--- src/rtl/riscv_ctrl_pkg.sv ---
// Shared control encodings for decode, execute and writeback:
// opcodes, ALU operations, memory sizes, writeback and jump selects.
package riscv_ctrl_pkg;

    localparam logic [6:0] OPC_LUI    = 7'b0110111;
    localparam logic [6:0] OPC_AUIPC  = 7'b0010111;
    localparam logic [6:0] OPC_JAL    = 7'b1101111;
    localparam logic [6:0] OPC_JALR   = 7'b1100111;
    localparam logic [6:0] OPC_BRANCH = 7'b1100011;
    localparam logic [6:0] OPC_LOAD   = 7'b0000011;
    localparam logic [6:0] OPC_STORE  = 7'b0100011;
    localparam logic [6:0] OPC_OP_IMM = 7'b0010011;
    localparam logic [6:0] OPC_OP     = 7'b0110011;

    localparam logic [3:0] ALU_ADD   = 4'd0;
    localparam logic [3:0] ALU_SUB   = 4'd1;
    localparam logic [3:0] ALU_MUL   = 4'd2;
    localparam logic [3:0] ALU_AND   = 4'd3;
    localparam logic [3:0] ALU_OR    = 4'd4;
    localparam logic [3:0] ALU_SL    = 4'd5;
    localparam logic [3:0] ALU_SR    = 4'd6;
    localparam logic [3:0] ALU_SLT   = 4'd7;
    localparam logic [3:0] ALU_SLTU  = 4'd8;
    localparam logic [3:0] ALU_AUIPC = 4'd9;
    localparam logic [3:0] ALU_XOR   = 4'd10;
    localparam logic [3:0] ALU_PASSB = 4'd11;

    localparam logic [1:0] MEM_SIZE_WORD = 2'b00;
    localparam logic [1:0] MEM_SIZE_HALF = 2'b01;
    localparam logic [1:0] MEM_SIZE_BYTE = 2'b10;

    localparam logic [1:0] WB_ALU = 2'b00;
    localparam logic [1:0] WB_MEM = 2'b01;
    localparam logic [1:0] WB_PC4 = 2'b10;

    localparam logic [1:0] JUMP_NONE   = 2'b00;
    localparam logic [1:0] JUMP_BRANCH = 2'b01;
    localparam logic [1:0] JUMP_JAL    = 2'b10;
    localparam logic [1:0] JUMP_JALR   = 2'b11;

    typedef enum logic [2:0] {
        IMM_NONE,
        IMM_I,
        IMM_S,
        IMM_B,
        IMM_U,
        IMM_J
    } imm_fmt_e;

    typedef struct packed {
        logic [3:0] alu_op;
        logic       alu_arith;
        logic       alu_src;
        logic       mem_read;
        logic       mem_write;
        logic       mem_unsigned;
        logic [1:0] mem_size;
        logic       reg_write;
        logic [1:0] mem_to_reg;
        logic [1:0] jump;
        logic [2:0] branch_f3;
        logic       illegal;
    } ctrl_t;

    // ALU operation shared by OP and OP-IMM for a given funct3 (ADD/SR variants resolved by caller).
    function automatic logic [3:0] alu_op_from_f3(input logic [2:0] f3);
        logic [3:0] op;
        case (f3)
            3'b000:  op = ALU_ADD;
            3'b001:  op = ALU_SL;
            3'b010:  op = ALU_SLT;
            3'b011:  op = ALU_SLTU;
            3'b100:  op = ALU_XOR;
            3'b101:  op = ALU_SR;
            3'b110:  op = ALU_OR;
            default: op = ALU_AND;
        endcase
        return op;
    endfunction

    // Load/store access size from the low funct3 bits.
    function automatic logic [1:0] mem_size_from_f3(input logic [2:0] f3);
        logic [1:0] sz;
        case (f3[1:0])
            2'b00:   sz = MEM_SIZE_BYTE;
            2'b01:   sz = MEM_SIZE_HALF;
            default: sz = MEM_SIZE_WORD;
        endcase
        return sz;
    endfunction

endpackage

--- src/rtl/id_imm_gen.sv ---
// Format-driven immediate extractor; sign-extends the I/S/B/U/J immediate
// of an instruction word. Also used by the branch predictor.
module id_imm_gen
    import riscv_ctrl_pkg::*;
#(
    parameter int XLEN = 32
) (
    input  logic [31:0]     inst,
    input  imm_fmt_e        fmt,
    output logic [XLEN-1:0] imm
);

    logic unused_opcode;
    assign unused_opcode = ^inst[6:0];

    // Select and sign-extend the immediate field for the given format.
    always_comb begin
        imm = '0;
        case (fmt)
            IMM_I: imm = {{(XLEN-12){inst[31]}}, inst[31:20]};
            IMM_S: imm = {{(XLEN-12){inst[31]}}, inst[31:25], inst[11:7]};
            IMM_B: imm = {{(XLEN-13){inst[31]}}, inst[31], inst[7], inst[30:25], inst[11:8], 1'b0};
            IMM_U: imm = {{(XLEN-20){inst[31]}}, inst[31:12]} << 12;
            IMM_J: imm = {{(XLEN-21){inst[31]}}, inst[31], inst[19:12], inst[20], inst[30:21], 1'b0};
            default: imm = '0;
        endcase
    end

endmodule

--- src/rtl/id_decode_stage.sv ---
// Registered RV32I (+ optional MUL) decode stage with valid/ready handshake,
// one-bubble load-use stall and illegal-encoding reporting.
module id_decode_stage
    import riscv_ctrl_pkg::*;
#(
    parameter int XLEN      = 32,
    parameter int ENABLE_M  = 0,
    parameter int HAZARD_EN = 1
) (
    input  logic            clk,
    input  logic            reset,
    input  logic            in_valid,
    output logic            in_ready,
    input  logic [31:0]     in_inst,
    input  logic [XLEN-1:0] in_pc,
    input  logic            flush,
    output logic            out_valid,
    input  logic            out_ready,
    output logic [XLEN-1:0] out_pc,
    output logic [4:0]      out_rd,
    output logic [4:0]      out_rs1,
    output logic [4:0]      out_rs2,
    output logic [XLEN-1:0] out_imm,
    output logic [3:0]      out_alu_op,
    output logic            out_alu_arith,
    output logic            out_alu_src,
    output logic            out_mem_read,
    output logic            out_mem_write,
    output logic            out_mem_unsigned,
    output logic [1:0]      out_mem_size,
    output logic            out_reg_write,
    output logic [1:0]      out_mem_to_reg,
    output logic [1:0]      out_jump,
    output logic [2:0]      out_branch_f3,
    output logic            out_illegal
);

    logic [6:0] opc;
    logic [2:0] f3;
    logic [6:0] f7;
    logic [4:0] rd;
    logic [4:0] rs1;
    logic [4:0] rs2;

    assign opc = in_inst[6:0];
    assign rd  = in_inst[11:7];
    assign f3  = in_inst[14:12];
    assign rs1 = in_inst[19:15];
    assign rs2 = in_inst[24:20];
    assign f7  = in_inst[31:25];

    ctrl_t           ctrl_d;
    imm_fmt_e        fmt;
    logic [XLEN-1:0] imm_d;
    logic            legal;
    logic            uses_rs1;
    logic            uses_rs2;
    logic            std_f7;
    logic            hazard;

    ctrl_t           ctrl_q;
    logic            valid_q;
    logic [XLEN-1:0] pc_q;
    logic [XLEN-1:0] imm_q;
    logic [4:0]      rd_q;
    logic [4:0]      rs1_q;
    logic [4:0]      rs2_q;

    assign std_f7 = (f7 == 7'b0000000) || (f7 == 7'b0100000);

    id_imm_gen #(.XLEN(XLEN)) u_imm_gen (
        .inst (in_inst),
        .fmt  (fmt),
        .imm  (imm_d)
    );

    // Decode the offered instruction into a control bundle, immediate format and operand usage.
    always_comb begin
        ctrl_d   = '0;
        fmt      = IMM_NONE;
        legal    = 1'b1;
        uses_rs1 = 1'b1;
        uses_rs2 = 1'b0;
        case (opc)
            OPC_LUI: begin
                ctrl_d.alu_op    = ALU_PASSB;
                ctrl_d.alu_src   = 1'b1;
                ctrl_d.reg_write = 1'b1;
                fmt              = IMM_U;
                uses_rs1         = 1'b0;
            end
            OPC_AUIPC: begin
                ctrl_d.alu_op    = ALU_AUIPC;
                ctrl_d.alu_src   = 1'b1;
                ctrl_d.reg_write = 1'b1;
                fmt              = IMM_U;
                uses_rs1         = 1'b0;
            end
            OPC_JAL: begin
                ctrl_d.alu_op     = ALU_ADD;
                ctrl_d.alu_src    = 1'b1;
                ctrl_d.reg_write  = 1'b1;
                ctrl_d.mem_to_reg = WB_PC4;
                ctrl_d.jump       = JUMP_JAL;
                fmt               = IMM_J;
                uses_rs1          = 1'b0;
            end
            OPC_JALR: begin
                ctrl_d.alu_op     = ALU_ADD;
                ctrl_d.alu_src    = 1'b1;
                ctrl_d.reg_write  = 1'b1;
                ctrl_d.mem_to_reg = WB_PC4;
                ctrl_d.jump       = JUMP_JALR;
                fmt               = IMM_I;
                legal             = (f3 == 3'b000);
            end
            OPC_BRANCH: begin
                ctrl_d.alu_op = ALU_SUB;
                ctrl_d.jump   = JUMP_BRANCH;
                fmt           = IMM_B;
                uses_rs2      = 1'b1;
                legal         = (f3 != 3'b010) && (f3 != 3'b011);
            end
            OPC_LOAD: begin
                ctrl_d.alu_op       = ALU_ADD;
                ctrl_d.alu_src      = 1'b1;
                ctrl_d.mem_read     = 1'b1;
                ctrl_d.reg_write    = 1'b1;
                ctrl_d.mem_to_reg   = WB_MEM;
                ctrl_d.mem_size     = mem_size_from_f3(f3);
                ctrl_d.mem_unsigned = f3[2];
                fmt                 = IMM_I;
                legal               = (f3 != 3'b011) && (f3 != 3'b110) && (f3 != 3'b111);
            end
            OPC_STORE: begin
                ctrl_d.alu_op    = ALU_ADD;
                ctrl_d.alu_src   = 1'b1;
                ctrl_d.mem_write = 1'b1;
                ctrl_d.mem_size  = mem_size_from_f3(f3);
                fmt              = IMM_S;
                uses_rs2         = 1'b1;
                legal            = (f3 <= 3'b010);
            end
            OPC_OP_IMM: begin
                ctrl_d.alu_op    = alu_op_from_f3(f3);
                ctrl_d.alu_src   = 1'b1;
                ctrl_d.reg_write = 1'b1;
                ctrl_d.alu_arith = (f3 == 3'b101) && f7[5];
                fmt              = IMM_I;
                // funct7 only qualifies the shift-immediate forms; elsewhere it is immediate data.
                if ((f3 == 3'b001) || (f3 == 3'b101)) begin
                    legal = std_f7;
                end
            end
            OPC_OP: begin
                ctrl_d.reg_write = 1'b1;
                uses_rs2         = 1'b1;
                if (f7 == 7'b0000001) begin
                    ctrl_d.alu_op = ALU_MUL;
                    legal         = (ENABLE_M != 0) && (f3 == 3'b000);
                end else begin
                    ctrl_d.alu_op    = ((f3 == 3'b000) && f7[5]) ? ALU_SUB : alu_op_from_f3(f3);
                    ctrl_d.alu_arith = (f3 == 3'b101) && f7[5];
                    legal            = std_f7;
                end
            end
            default: begin
                legal = 1'b0;
            end
        endcase

        if (!legal) begin
            ctrl_d.reg_write = 1'b0;
            ctrl_d.mem_read  = 1'b0;
            ctrl_d.mem_write = 1'b0;
            ctrl_d.jump      = JUMP_NONE;
        end
        if (rd == 5'd0) begin
            ctrl_d.reg_write = 1'b0;
        end
        ctrl_d.illegal   = !legal;
        ctrl_d.branch_f3 = f3;
    end

    // Load-use stall: the held load writes a register the offered instruction reads.
    always_comb begin
        hazard = (HAZARD_EN != 0) && valid_q && ctrl_q.mem_read && (rd_q != 5'd0) && in_valid &&
                 ((uses_rs1 && (rs1 == rd_q)) || (uses_rs2 && (rs2 == rd_q)));
    end

    assign in_ready = !reset && !flush && (!valid_q || out_ready) && !hazard;

    // Pipeline register: reset/flush, bubble on hazard, load on accept, drain on consume, else hold.
    always_ff @(posedge clk) begin
        if (reset) begin
            valid_q <= 1'b0;
            ctrl_q  <= '0;
            pc_q    <= '0;
            imm_q   <= '0;
            rd_q    <= '0;
            rs1_q   <= '0;
            rs2_q   <= '0;
        end else if (flush) begin
            valid_q <= 1'b0;
        end else if (hazard && out_ready) begin
            valid_q <= 1'b0;
        end else if (in_valid && in_ready) begin
            valid_q <= 1'b1;
            ctrl_q  <= ctrl_d;
            pc_q    <= in_pc;
            imm_q   <= imm_d;
            rd_q    <= rd;
            rs1_q   <= rs1;
            rs2_q   <= rs2;
        end else if (out_ready) begin
            valid_q <= 1'b0;
        end
    end

    assign out_valid        = valid_q;
    assign out_pc           = pc_q;
    assign out_rd           = rd_q;
    assign out_rs1          = rs1_q;
    assign out_rs2          = rs2_q;
    assign out_imm          = imm_q;
    assign out_alu_op       = ctrl_q.alu_op;
    assign out_alu_arith    = ctrl_q.alu_arith;
    assign out_alu_src      = ctrl_q.alu_src;
    assign out_mem_read     = ctrl_q.mem_read;
    assign out_mem_write    = ctrl_q.mem_write;
    assign out_mem_unsigned = ctrl_q.mem_unsigned;
    assign out_mem_size     = ctrl_q.mem_size;
    assign out_reg_write    = ctrl_q.reg_write;
    assign out_mem_to_reg   = ctrl_q.mem_to_reg;
    assign out_jump         = ctrl_q.jump;
    assign out_branch_f3    = ctrl_q.branch_f3;
    assign out_illegal      = ctrl_q.illegal;

endmodule

--- config.mk ---
export PLATFORM = sky130hd
export DESIGN_NAME = id_decode_stage
export DESIGN_NICKNAME = d
export VERILOG_FILES = /design/src/rtl/riscv_ctrl_pkg.sv /design/src/rtl/id_imm_gen.sv /design/src/rtl/id_decode_stage.sv
export SDC_FILE = /design/constraint.sdc
export NUM_CORES = 1
export LEC_CHECK = 0
export CORE_MARGIN = 10
export CORE_UTILIZATION = 55
export CTS_CLUSTER_DIAMETER = 120
export DETAILED_ROUTE_END_ITERATION = 16
export DONT_BUFFER_PORTS = 1
export GPL_ROUTABILITY_DRIVEN = 0
export GPL_TIMING_DRIVEN = 0
export PLACE_DENSITY = 0.67
export RECOVER_POWER = 25
export SYNTH_ARGS = -nofsm -noshare
export SYNTH_HDL_FRONTEND = slang
export SYNTH_SLANG_ARGS = --single-unit
--- constraint.sdc ---
create_clock -name clk -period 2.5 [get_ports clk]
set_input_delay 0.25 -clock clk [delete_from_list [all_inputs] [get_ports clk]]
set_output_delay 0.25 -clock clk [all_outputs]
set_load 0.03 [all_outputs]
==> results of run 1 <==
==> worst register-to-register path, stage by stage, from the launching register on <==
cell and delay (ps):
dfxtp_2 520, xor2_1 110, or4_4 580, o211ai_2 180, buf_6 200, buf_6 180, buf_6 190, mux2i_1 200
==> cell type report <==
| cell class | count | area [sq um] |
|---|---|---|
| plain buffers | 40 | 231 |
| clock buffers | 11 | 131 |
| clock inverters | 5 | 41.3 |
| fillers | 833 | 3590 |
| inverters | 9 | 33.8 |
| multi-input cells | 392 | 2870 |
| flip-flops and latches | 100 | 2010 |
| well taps | 111 | 139 |
| repair buffers | 11 | 103 |
==> synth_stat cells, types with 2 or more instances <==
library cell	instances
nor4b_1	3
or4_1	2
a21o_1	11
xnor2_1	2
ha_1	6
buf_6	9
buf_2	2
nor2_1	13
mux2i_1	46
nand4b_1	2
a22o_1	4
o21bai_1	2
and3_1	4
nand4_1	3
a211oi_1	2
and2_1	4
or4_4	2
clkbuf_1	26
o21ai_0	5
buf_4	3
xor2_1	7
o2111ai_1	2
nand2_1	75
mux2_2	40
o211ai_1	7
dfxtp_1	100
a221o_1	11
mux2_1	11
nor2b_1	58
nor3_1	8
inv_1	8
a21oi_1	6
a31oi_1	2
nand2b_1	5
a211o_1	2
nand3_1	23
and3b_1	2
==> layer usage <==
| metal | up-vias | GRT usage | share of wire | wire length (microns) |
|---|---|---|---|---|
| li1 | 1939 | - | - | - |
| met4 | 0 | 0.0550 | 0.013 | 193 |
| met5 | - | 0 | 0 | 0 |
| met2 | 188 | 0.366 | 0.48 | 7090 |
| met1 | 1883 | 0.229 | 0.37 | 5350 |
| met3 | 19 | 0.0996 | 0.14 | 2020 |
==> report_power, final <==
part / internal (mW) / total [mW] / switching, mW
logic: 0.144 / 0.312 / 0.168
clock network: 0.374 / 0.952 / 0.578
registers: 1.64 / 1.78 / 0.139
total: 2.16 / 3.05 / 0.884
==> through the flow <==
step,std cells,instance area [sq um],hold WS [ps],util,power (mW)
6_report,679,5560,13.7,0.608,3.05
5_1_grt,679,5560,0.273,0.608,3.17
4_1_cts,678,5560,5.45,0.607,3.08
3_5_place_dp,652,5260,379,0.575,2.12
3_3_place_gp,652,5260,375,0.575,2.11
2_1_floorplan,541,5120,375,-,2.05
==> worst max-delay path by stage <==
stage	startpoint	end	slack [ps]
after floorplan	out_rd[1]	in_ready	300
after global placement	in_inst[6]	out_alu_op[2]	90
after global routing	out_rd[1]	in_ready	40
after detailed placement	out_rd[2]	out_imm[28]	60
final	out_rd[1]	in_ready	100
after CTS	out_rd[1]	in_ready	10
==> cell families (layout without fill, tap and decap cells) <==
group / after synthesis / after routing / synth area share
compound gates: 67 / 67 / 0.106
xor+xnor: 9 / 9 / 0.0154
fa+ha+maj: 6 / 6 / 0.0147
buf+inv: 49 / 76 / 0.0518
flops: 100 / 100 / 0.391
mux: 97 / 97 / 0.202
simple gates: 213 / 213 / 0.220
==> what timing repair did <==
| action | 4_1_cts | 5_1_grt |
|---|---|---|
| buffers inserted | 1 | 0 |
| setup endpoints to repair | 1 | 3 |
| pin swaps | 2 | 1 |
| hold buffers | 9 | 0 |
| endpoints found under the hold margin | 9 | 0 |
| gates resized for setup | 7 | 3 |
==> metrics, run 1 <==
status finished clean; CTS Sinks 100; I/O Pins 170; row count 35; DR pass1 iterations 6; post-DP HPWL 11.6 mm; clock skew 14.9 ps; hold depth 2; Hold/Removal Path Class in -> reg; starting density of the core 0.560; antenna violations before repair 0; Setup crit start kind register; Final WS setup 99.3 ps; via/cell ratio 5.93; commonest non-fill, non-tap cell in the layout dfxtp_1; top post-synthesis cells by area dfxtp_1 39%, mux2i_1 9.0%, mux2_2 8.8%; R2R Setup Slk 280 ps; Warnings, synthesis 0; PwrDens 547 nW/um^2; pin count of the biggest net entering global routing 18; CP Capture Type output pin; initial detailed-routing violation count 201; share of layout cells above drive strength 1 0.146; Yosys reg bits 100; crit-path leading delay family simple AND/OR/NAND/NOR gates; Global Route Usage Sum 0.212; # Max-Cap Violations 0; Clk Latency, worst-skew pair 370 ps; Max-slew headroom 0.396; capturing point of the worst reg2reg path out_mem_read; RSZ-0062 raised after global routing no; Setup TNS 0 ps; VDD IR-drop max 0.310 mV; Inserted Clock Buffers 9; largest area contributor in the netlist dfxtp_1; first-pass GRT wire length 22.3 mm; routed wire length per instance 21.6 microns; TritonCTS clock tree done; most frequent cells in the layout 95 x dfxtp_1, 75 x nand2_1, 58 x nor2b_1, 46 x mux2i_1, 40 x mux2_2; Avg Cell Area, Syn 9.47 sq um; post-synth top area share 0.391; Worst-path clk slew 100 ps; Root Buffer Master clkbuf_8; worst path bufs/invs 0; Netlist cell types 60; data arrival time of the worst path 2150 ps; Highest Clock Rate 0.417 GHz; # H-tree levels 3; diode count 0; Setup WS pre-CTS 58.9 ps; fin crit share 0.960; Worst path depth 5; Worst path max stage delay 570 ps; chip width 117 microns; Slew @ Worst Pin 883 ps; Seq/Total Area, Yosys 0.391; P_leak 2.39 nW; Total Nets Final 638; Final Slew Violations 0; Synth Cell Area 5120 sq um; CP Cell Sequence or4_4, o2111ai_4, nand4bb_4, o21ai_1, nor2_2; Final setup viols 0; Hold EP out_imm[7]; Total Wirelength 14.7 mm; Syn Inst Count 541; WS Path Type reg -> out; full die area 13600 sq um; Worst path slowest cell or4_4; final-report hold violation count 0; Chip Height 117 microns; Post-synth EDFFs 0; min-delay src in_inst[27]; worst-case clock buffer depth 2; total gr overflow 0; synthesis-to-layout area growth 8.57%; DRC 0; post-route ant nets 0; Crit path required time 2250 ps; Core Area 9150 sq um; port bufs 0; Main synth FF type dfxtp_1; Via Count 4029; crit path max fanout 5; R2R cell count 7; Synth async-reset ratio 0; post-route minimum period 2400 ps; vias in the first global route 4106; Syn Nets 616; beginning of the worst register-to-register path out_rd[0]
Note: power is estimated with default switching activity, not from simulation.
==> run 2: changes to the inputs <==
--- a/config.mk
+++ b/config.mk
@@ -10,9 +10,9 @@
 export CTS_CLUSTER_DIAMETER = 120
 export DETAILED_ROUTE_END_ITERATION = 16
 export DONT_BUFFER_PORTS = 1
-export GPL_ROUTABILITY_DRIVEN = 0
+export GPL_ROUTABILITY_DRIVEN = 1
 export GPL_TIMING_DRIVEN = 0
-export PLACE_DENSITY = 0.67
+export PLACE_DENSITY = 0.77
 export RECOVER_POWER = 25
 export SYNTH_ARGS = -nofsm -noshare
 export SYNTH_HDL_FRONTEND = slang
==> run 2 against run 1 <==
Compared with the run above: sequential cell count did not move; wire length rose by 5.9%; critical endpoint unchanged; power rose by 3.7%.
==> metrics, run 2 (synthesis gave the netlist of run 1 again) <==
full die area 13600 sq um (unchanged); Worst path slowest cell or4_4; share of layout cells above drive strength 1 0.149 (+0.00289); initial detailed-routing violation count 199 (-1.0%); sw frac 0.281 (-0.00951); Total Wirelength 15.5 mm (+5.9%); PwrDens 574 nW/um^2 (+4.9%); capturing point of the worst reg2reg path out_pc[20]; Worst path depth 5 (unchanged); Clk Latency, worst-skew pair 360 ps (about the same); worst path bufs/invs 0 (unchanged); Worst-path clk slew 100 ps (about the same); GPL Wtd Cong 0.944; Placed Cells 652 (unchanged); Core Area 9150 sq um (unchanged); Total Nets Final 628 (-1.6%); starting density of the core 0.560 (unchanged); Chip Height 117 microns (unchanged); DRC 0 (unchanged); most frequent cells in the layout 95 x dfxtp_1, 75 x nand2_1, 58 x nor2b_1, 46 x mux2i_1, 40 x mux2_2; Flop pwr share 0.564 (-0.021); synthesis-to-layout area growth 7.28%; Worst path max stage delay 570 ps (about the same); WS Path Type reg -> out; routed wire length per instance 23.2 microns (+7.6%); DR pass1 iterations 5 (-1); pin count of the biggest net entering global routing 17 (-1); chip width 117 microns (unchanged); vias in the first global route 4207 (+2.5%); Global Route Usage Sum 0.227 (+0.0151); hold depth 1 (-1); CP Capture Type output pin; CP Cell Sequence or4_4, o2111ai_4, nand4bb_2, o21ai_1, nor2_4; data arrival time of the worst path 2160 ps (about the same); worst-case clock buffer depth 2 (unchanged); TritonCTS clock tree done; post-route ant nets 0 (unchanged); R2R cell count 7 (unchanged); Crit path required time 2250 ps (about the same); commonest non-fill, non-tap cell in the layout dfxtp_1; status finished clean; antenna violations before repair 0 (unchanged); Inserted Clock Buffers 9 (unchanged); crit-path leading delay family simple AND/OR/NAND/NOR gates; fin crit share 0.963 (+0.00267); row count 35 (unchanged); post-DP HPWL 12.3 mm (+6.8%); total gr overflow 0 (unchanged); diode count 0 (unchanged); crit path max fanout 5 (unchanged); Root Buffer Master clkbuf_8; via/cell ratio 6.09 (+2.7%); P_leak 2.37 nW (-1.0%); Hold/Removal Path Class in -> reg; Final Util 0.601 (-0.00724); fin cells 668 (-1.6%); Highest Clock Rate 0.415 GHz (-0.28%); Clock power frac 0.337 (+0.024); Final WS setup 92.6 ps (-6.67 ps); Max-slew headroom 0.449 (+0.0528); R2R Setup Slk 250 ps (-30 ps); I/O Pins 170 (unchanged); Final setup viols 0 (unchanged); VDD IR-drop max 0.320 mV (+3.2%); Cell Int Power 2.27 mW (+5.1%); post-route minimum period 2410 ps (+6.67 ps); Setup WS pre-CTS -358 ps (-417 ps); final-report hold violation count 0 (unchanged); # Max-Cap Violations 0 (unchanged); switching power 0.887 mW (+0.27%); first-pass GRT wire length 23.8 mm (+6.7%); Via Count 4070 (+1.0%); Setup crit start kind register; # Post-CTS Setup Buffers 0 (-1); beginning of the worst register-to-register path out_rd[1]; RSZ-0062 raised after global routing no; CTS Sinks 100 (unchanged); Slew @ Worst Pin 820 ps (-62.8 ps); Final Slew Violations 0 (unchanged); port bufs 0 (unchanged); clock skew 11.5 ps (-3.32 ps); Gate power share 0.099 (-0.003); Hold EP out_pc[23]; min-delay src in_pc[23]; # H-tree levels 3 (unchanged)
-- run 2: repair_timing --
item                                   4_1_cts  5_1_grt
hold buffers                                 1        0
pin swaps                                    1        1
endpoints found under the hold margin        1        0
setup endpoints to repair                    1       12
gates resized for setup                      9        2
-- run 2: worst max-delay path by stage --
stage	start	to	slack [ps]
after floorplan	out_rd[1]	in_ready	300
after global placement	in_inst[6]	out_alu_op[2]	-470
after detailed placement	in_inst[6]	out_alu_op[2]	-360
after CTS	in_inst[6]	out_alu_op[2]	20
after global routing	out_rd[1]	in_ready	20
final	out_rd[1]	in_ready	90
-- run 2: routing by layer --
layer	share of wire	global-route usage	routed length, microns	vias up
li1	-	-	-	1920
met1	0.37	0.251	5800	1956
met2	0.48	0.381	7490	173
met3	0.13	0.105	2000	21
met4	0.015	0.0684	227	0
met5	0	0	0	-
-- run 2: worst register-to-register path, delay by kind of cell, from the launching register on --
kind | cells | cell delay [ps]
and+or+nand+nor | 2 | 770
DFF | 1 | 410
AOI/OAI and AO/OA | 2 | 340
buffers and inverters | 2 | 310
muxes | 1 | 310
-- run 2: final cells by class --
class                           count  area (sq um)
Fill cell                         791          3660
Multi-Input combinational cell    392          2870
Sequential cell                   100          2010
Buffer                             40           231
Tap cell                          111           139
Clock buffer                       10           138
Clock inverter                      5          60.1
Inverter                            9          33.8
Timing Repair Buffer                1          10.0
-- run 2: stage by stage --
| step | setup TNS (ps) | total power [mW] | area [sq um] | hold WS [ps] |
|---|---|---|---|---|
| 6_report | 0 | 3.16 | 5500 | 9.27 |
| 5_1_grt | 0 | 3.27 | 5500 | 0.162 |
| 4_1_cts | 0 | 3.17 | 5490 | 0.222 |
| 3_5_place_dp | -358 | 2.13 | 5270 | 380 |
| 3_3_place_gp | -468 | 2.12 | 5260 | 376 |
| 2_1_floorplan | 0 | 2.05 | 5120 | 375 |
-- run 2: power groups by stage --
stage / sequential, mW / combinational (mW) / clock [mW]
after floorplan: 1.80 / 0.243 / 0
after global placement: 1.82 / 0.299 / 0
after detailed placement: 1.82 / 0.307 / 0
after CTS: 1.78 / 0.310 / 1.08
after global routing: 1.79 / 0.340 / 1.14
final: 1.78 / 0.312 / 1.06
==> run 3: changes to the inputs <==
==> constraint.sdc (replaced) <==
create_clock -name clk -period 2.4 [get_ports clk]
set_input_delay 0.24 -clock clk [delete_from_list [all_inputs] [get_ports clk]]
set_output_delay 0.24 -clock clk [all_outputs]
set_load 0.03 [all_outputs]
==> run 3 against run 2 <==
Compared with the run above: clock power is 5% higher; highest routed layer unchanged; power rose by 4.5%; combinational power grew 7.4%; critical endpoint unchanged.
==> metrics, run 3 (synthesis gave the netlist of run 1 again) <==
status finished clean; Core Area 9150 sq um (unchanged); min-delay src in_inst[26]; fin cells 676 (+1.2%); post-route minimum period 2320 ps; Setup WS pre-CTS -448 ps (-90.0 ps); VDD IR-drop max 0.331 mV (+3.4%); final-report hold violation count 0 (unchanged); port bufs 0 (unchanged); P_leak 2.40 nW (+1.6%); RSZ-0062 raised after global routing no; Total Nets Final 636 (+1.3%); R2R Setup Slk 160 ps (-90 ps); Max-slew headroom 0.455 (+0.00592); Setup crit start out_rd[1]; crit path max fanout 5 (unchanged); Worst-path clk slew 100 ps (about the same); DRC 0 (unchanged); post-route ant nets 0 (unchanged); # Max-Cap Violations 0 (unchanged); chip width 117 microns (unchanged); Via Count 4099 (+0.71%); # H-tree levels 3 (unchanged); Chip Height 117 microns (unchanged); synthesis-to-layout area growth 9.08%; initial detailed-routing violation count 226 (+14%); row count 35 (unchanged); CP Capture Point in_ready; commonest non-fill, non-tap cell in the layout dfxtp_1; capturing point of the worst reg2reg path out_pc[21]; Final setup viols 0 (unchanged); Slew @ Worst Pin 815 ps (-4.70 ps); Total Wirelength 15.6 mm (+0.86%); antenna violations before repair 0 (unchanged); R2R cell count 7 (unchanged); Inserted Clock Buffers 9 (unchanged); Hold/Removal Path Class in -> reg; total power 3.30 mW (+4.5%); Global Route Usage Sum 0.228 (+0.00122); routed wire length per instance 23.1 microns (-0.33%); full die area 13600 sq um (unchanged); post-DP HPWL 12.3 mm (unchanged); DR pass1 iterations 5 (unchanged); TritonCTS clock tree done; Setup TNS 0 ps (unchanged); vias in the first global route 4223 (+0.38%); Setup crit start kind register; worst-case clock buffer depth 2 (unchanged); Highest Clock Rate 0.431 GHz; share of layout cells above drive strength 1 0.150 (+0.00143); starting density of the core 0.560 (unchanged); fill count 786 (-0.63%); Root Buffer Master clkbuf_8; CP Capture Type output pin; data arrival time of the worst path 2080 ps (-80 ps); I/O Pins 170 (unchanged); CTS Sinks 100 (unchanged); Final WS setup 81.0 ps (-11.6 ps); first-pass GRT wire length 24.0 mm (+0.64%); PwrDens 590 nW/um^2 (+2.8%); WS Path Type reg -> out; diode count 0 (unchanged); clock skew 11.5 ps (-0.00360 ps); most frequent cells in the layout 95 x dfxtp_1, 75 x nand2_1, 58 x nor2b_1, 46 x mux2i_1, 40 x mux2_2; Placed Cells 652 (unchanged); Min Hold Slack 0.0726 ps (-9.19 ps); Clk Latency, worst-skew pair 360 ps (about the same); Crit path required time 2160 ps (-90 ps); pin count of the biggest net entering global routing 17 (unchanged); total gr overflow 0 (unchanged); Final Slew Violations 0 (unchanged); via/cell ratio 6.06 (-0.48%); beginning of the worst register-to-register path out_rd[1]; fin crit share 0.966; GPL Wtd Cong 0.944 (unchanged)
## run 3: cell count changes in the layout (fill, tap and decap cells not counted), sizes merged
cell,previous run,this run
dlygate4sd3,1,8
buf,14,15
## run 3: per-layer routing
layer | part of all wire | GRT usage | vias to the layer above | wire (microns)
met3 | 0.12 | 0.102 | 23 | 1950
li1 | - | - | 1936 | -
met2 | 0.48 | 0.385 | 179 | 7550
met1 | 0.38 | 0.253 | 1961 | 5890
met5 | 0 | 0 | - | 0
met4 | 0.016 | 0.0667 | 0 | 254
## run 3: worst max-delay path: stages, from the launching register on
cell       delay, ps
dfxtp_4          410
or4_4            570
o2111ai_4        250
nand4bb_4        200
o21ai_2           90
nor2_4           210
## run 3: timing repair
item                                    in CTS  in global routing
pin swaps                                    1                  2
endpoints found under the hold margin        6                  2
setup buffers                                0                  1
endpoints found under the setup margin      57                  1
gates resized for setup                     12                  1
hold buffers                                 6                  2
cloned                                       0                  0
## run 3: worst min path at each step
stage	slack, ps	depth (start not counted)	endpoint
finish	0.07	2	out_imm[6]
floorplan	360	1	out_pc[12]
global placement	370	1	out_pc[5]
CTS	0.2	1	out_pc[12]
global route	1	2	out_rs2[0]
detailed placement	370	1	out_pc[12]
## run 3: stage by stage
| step | cell area (sq um) | util |
|---|---|---|
| final | 5590 | 0.611 |
| after global routing | 5590 | 0.611 |
| after CTS | 5560 | 0.607 |
| after detailed placement | 5270 | 0.576 |
| after global placement | 5260 | 0.575 |
| after floorplan | 5120 | - |
## run 3: area by class of cell
| type | instances | area [sq um] | area share |
|---|---|---|---|
| multi-input cells | 392 | 2890 | 0.516 |
| clock buffers | 10 | 138 | 0.0246 |
| flip-flops and latches | 100 | 2010 | 0.360 |
| repair buffers | 9 | 87.6 | 0.0157 |
| inverters | 9 | 33.8 | 0.00604 |
| clock inverters | 5 | 60.1 | 0.0107 |
| plain buffers | 40 | 231 | 0.0414 |
| well taps | 111 | 139 | 0.0248 |
## run 3: report_power, final
group	leakage [nW]	total, mW	switching (mW)	internal (mW)
sequential	0.816	1.86	0.146	1.71
clock	0.0992	1.11	0.598	0.512
combinational	1.49	0.335	0.185	0.150
==> RTL edit (flow settings as in run 1) <==
`ENABLE_M`: 0 -> 1.
--- a/src/rtl/id_decode_stage.sv
+++ b/src/rtl/id_decode_stage.sv
@@ -4,7 +4,7 @@
     import riscv_ctrl_pkg::*;
 #(
     parameter int XLEN      = 32,
-    parameter int ENABLE_M  = 0,
+    parameter int ENABLE_M  = 1,
     parameter int HAZARD_EN = 1
 ) (
     input  logic            clk,
Function: changed (Yosys sat finds a counterexample within 4 cycles, from zero or initial values and one cycle with reset high).
==> RTL edit against run 1 <==
Worst setup slack got worse by 0.0064 ns. Non-clock buffer count increased by 31. Sequential cell count unchanged. Routed wire length increased by 11%. Maximum frequency decreased by 0.27%. Core utilization increased by 3.4 points. Sequential share of layout area decreased by 2.4 points. Power increased by 7.1%. Critical path depth increased by 1. Cell area increased by 7.0%. Via count increased by 9.9%. Synthesized area increased by 2.6%. Critical path type unchanged. Largest power group unchanged.
==> RTL edit: results (changes against run 1) <==
stage,metric,value,unit,change
route,met3 wire len,1940,um,-3.9%
synth,Post-Synth Adder-Cell Area,0.0143,,-0.000373
synth,"top cells by count, synth","100 x dfxtp_1, 57 x nor2b_1, 50 x mux2_4",,
setup_path,worst r2r src,out_rd[3],,
synth,Compound-Gate Fraction of Synth Area,0.160,,+0.0542
route,first drt pass iteration count,5,,-1
sta,Fmax,0.415,GHz,-0.27%
synth,syn nets,604,,-1.9%
placed_design,Placed Instances,658,,+0.92%
final_layout,FILL cells,809,,-2.9%
placed_design,pre-CTS WS,-0.231,ns,-0.290 ns
synth,register area share after synthesis,0.381,,-0.00995
placed_design,DP Area,5420,um2,+3.0%
setup_path,Worst R2R Setup Slack,0.11,ns,-0.17 ns
global_route,first-pass GRT wire length,24800,um,+11%
final_layout,Post-Layout Cell Count,708,,+4.3%
global_route,Most Crowded Layer GR,met2,,
synth,ranking of synthesized cells by area,"dfxtp_1 38%, mux2_4 14%, nor2b_1 6.8%",,
setup_path,"slowest stage delay, CP",0.55,ns,-0.02 ns
sta,Hold WS,0.0108,ns,-0.00288 ns
final_layout,# nets final,649,,+1.7%
setup_path,worst reg2reg path endpoint,out_pc[7],,
synth,Synth cell types,56,,-6.7%
global_route,gr usage total,0.219,,+0.00669
global_route,GR Util met2,0.349,,-0.0168
setup_path,CP Launch Point,out_rd[2],,
clocking,latest clock arrival within the worst-skew pair,0.39,ns,+0.02 ns
power_and_ir_drop,Leakage Power,2.31,nW,-3.2%
placed_design,Post-DP HPWL,11800,um,+1.9%
sta,max_slew headroom,0.632,,+0.236
sta,Clock Skews,0.0197,ns,+0.00487 ns
synth,multiplexer area fraction after synthesis,0.175,,-0.0266
synth,Post-Synth XOR/XNOR Area,0.0150,,-0.000392
global_route,vias in the first global route,4216,,+2.7%
power_and_ir_drop,Max VDD drop,0.356,mV,+15%
global_route,met3 Usage GRT,0.103,,+0.00348
final_layout,layout cells sized above 1,0.185,,+0.0387
route,Iteration-0 DRC Markers,486,,+140%
synth,Synth Area per Inst,9.94,um2,+4.9%
route,met2 routed WL,7670,um,+8.2%
setup_path,Crit-path slowest cell,or4_4,,
route,Routed Wire Length,16300,um,+11%
outcome,status,"finished, final reports clean",,
route,Routed met1 length,6500,um,+21%
route,Via density,6.25,,+5.4%
## RTL edit: worst register-to-register path, stage by stage (launching register included)
cell and delay [ns]:
dfxtp_2 0.50, or4_4 0.20, o2111ai_4 0.12, or4_1 0.55, buf_4 0.19, nand3_4 0.19
buf_8 0.20, mux2_4 0.31
## RTL edit: repair_timing
item | in CTS | in global routing
setup endpoints to repair | 73 | 55
hold buffers | 6 | 23
setup buffers | 2 | 2
endpoints found under the hold margin | 6 | 23
gates resized for setup | 7 | 5
pin swaps | 1 | 1
cloned | 0 | 1
## RTL edit: power by group
group	leakage, nW	total (mW)	internal [mW]	switching (mW)
Combinational	1.41	0.422	0.219	0.203
Clock	0.0864	0.984	0.379	0.605
Sequential	0.819	1.86	1.66	0.194
## RTL edit: layout make-up
cell class,count,area [um2],area share
clock buffers,11,131,0.0221
inverters,7,26.3,0.00441
clock inverters,5,45.0,0.00756
multi-input cells,374,2970,0.499
flip-flops and latches,100,2010,0.338
plain buffers,48,280,0.0471
repair buffers,34,325,0.0546
well taps,129,161,0.0271
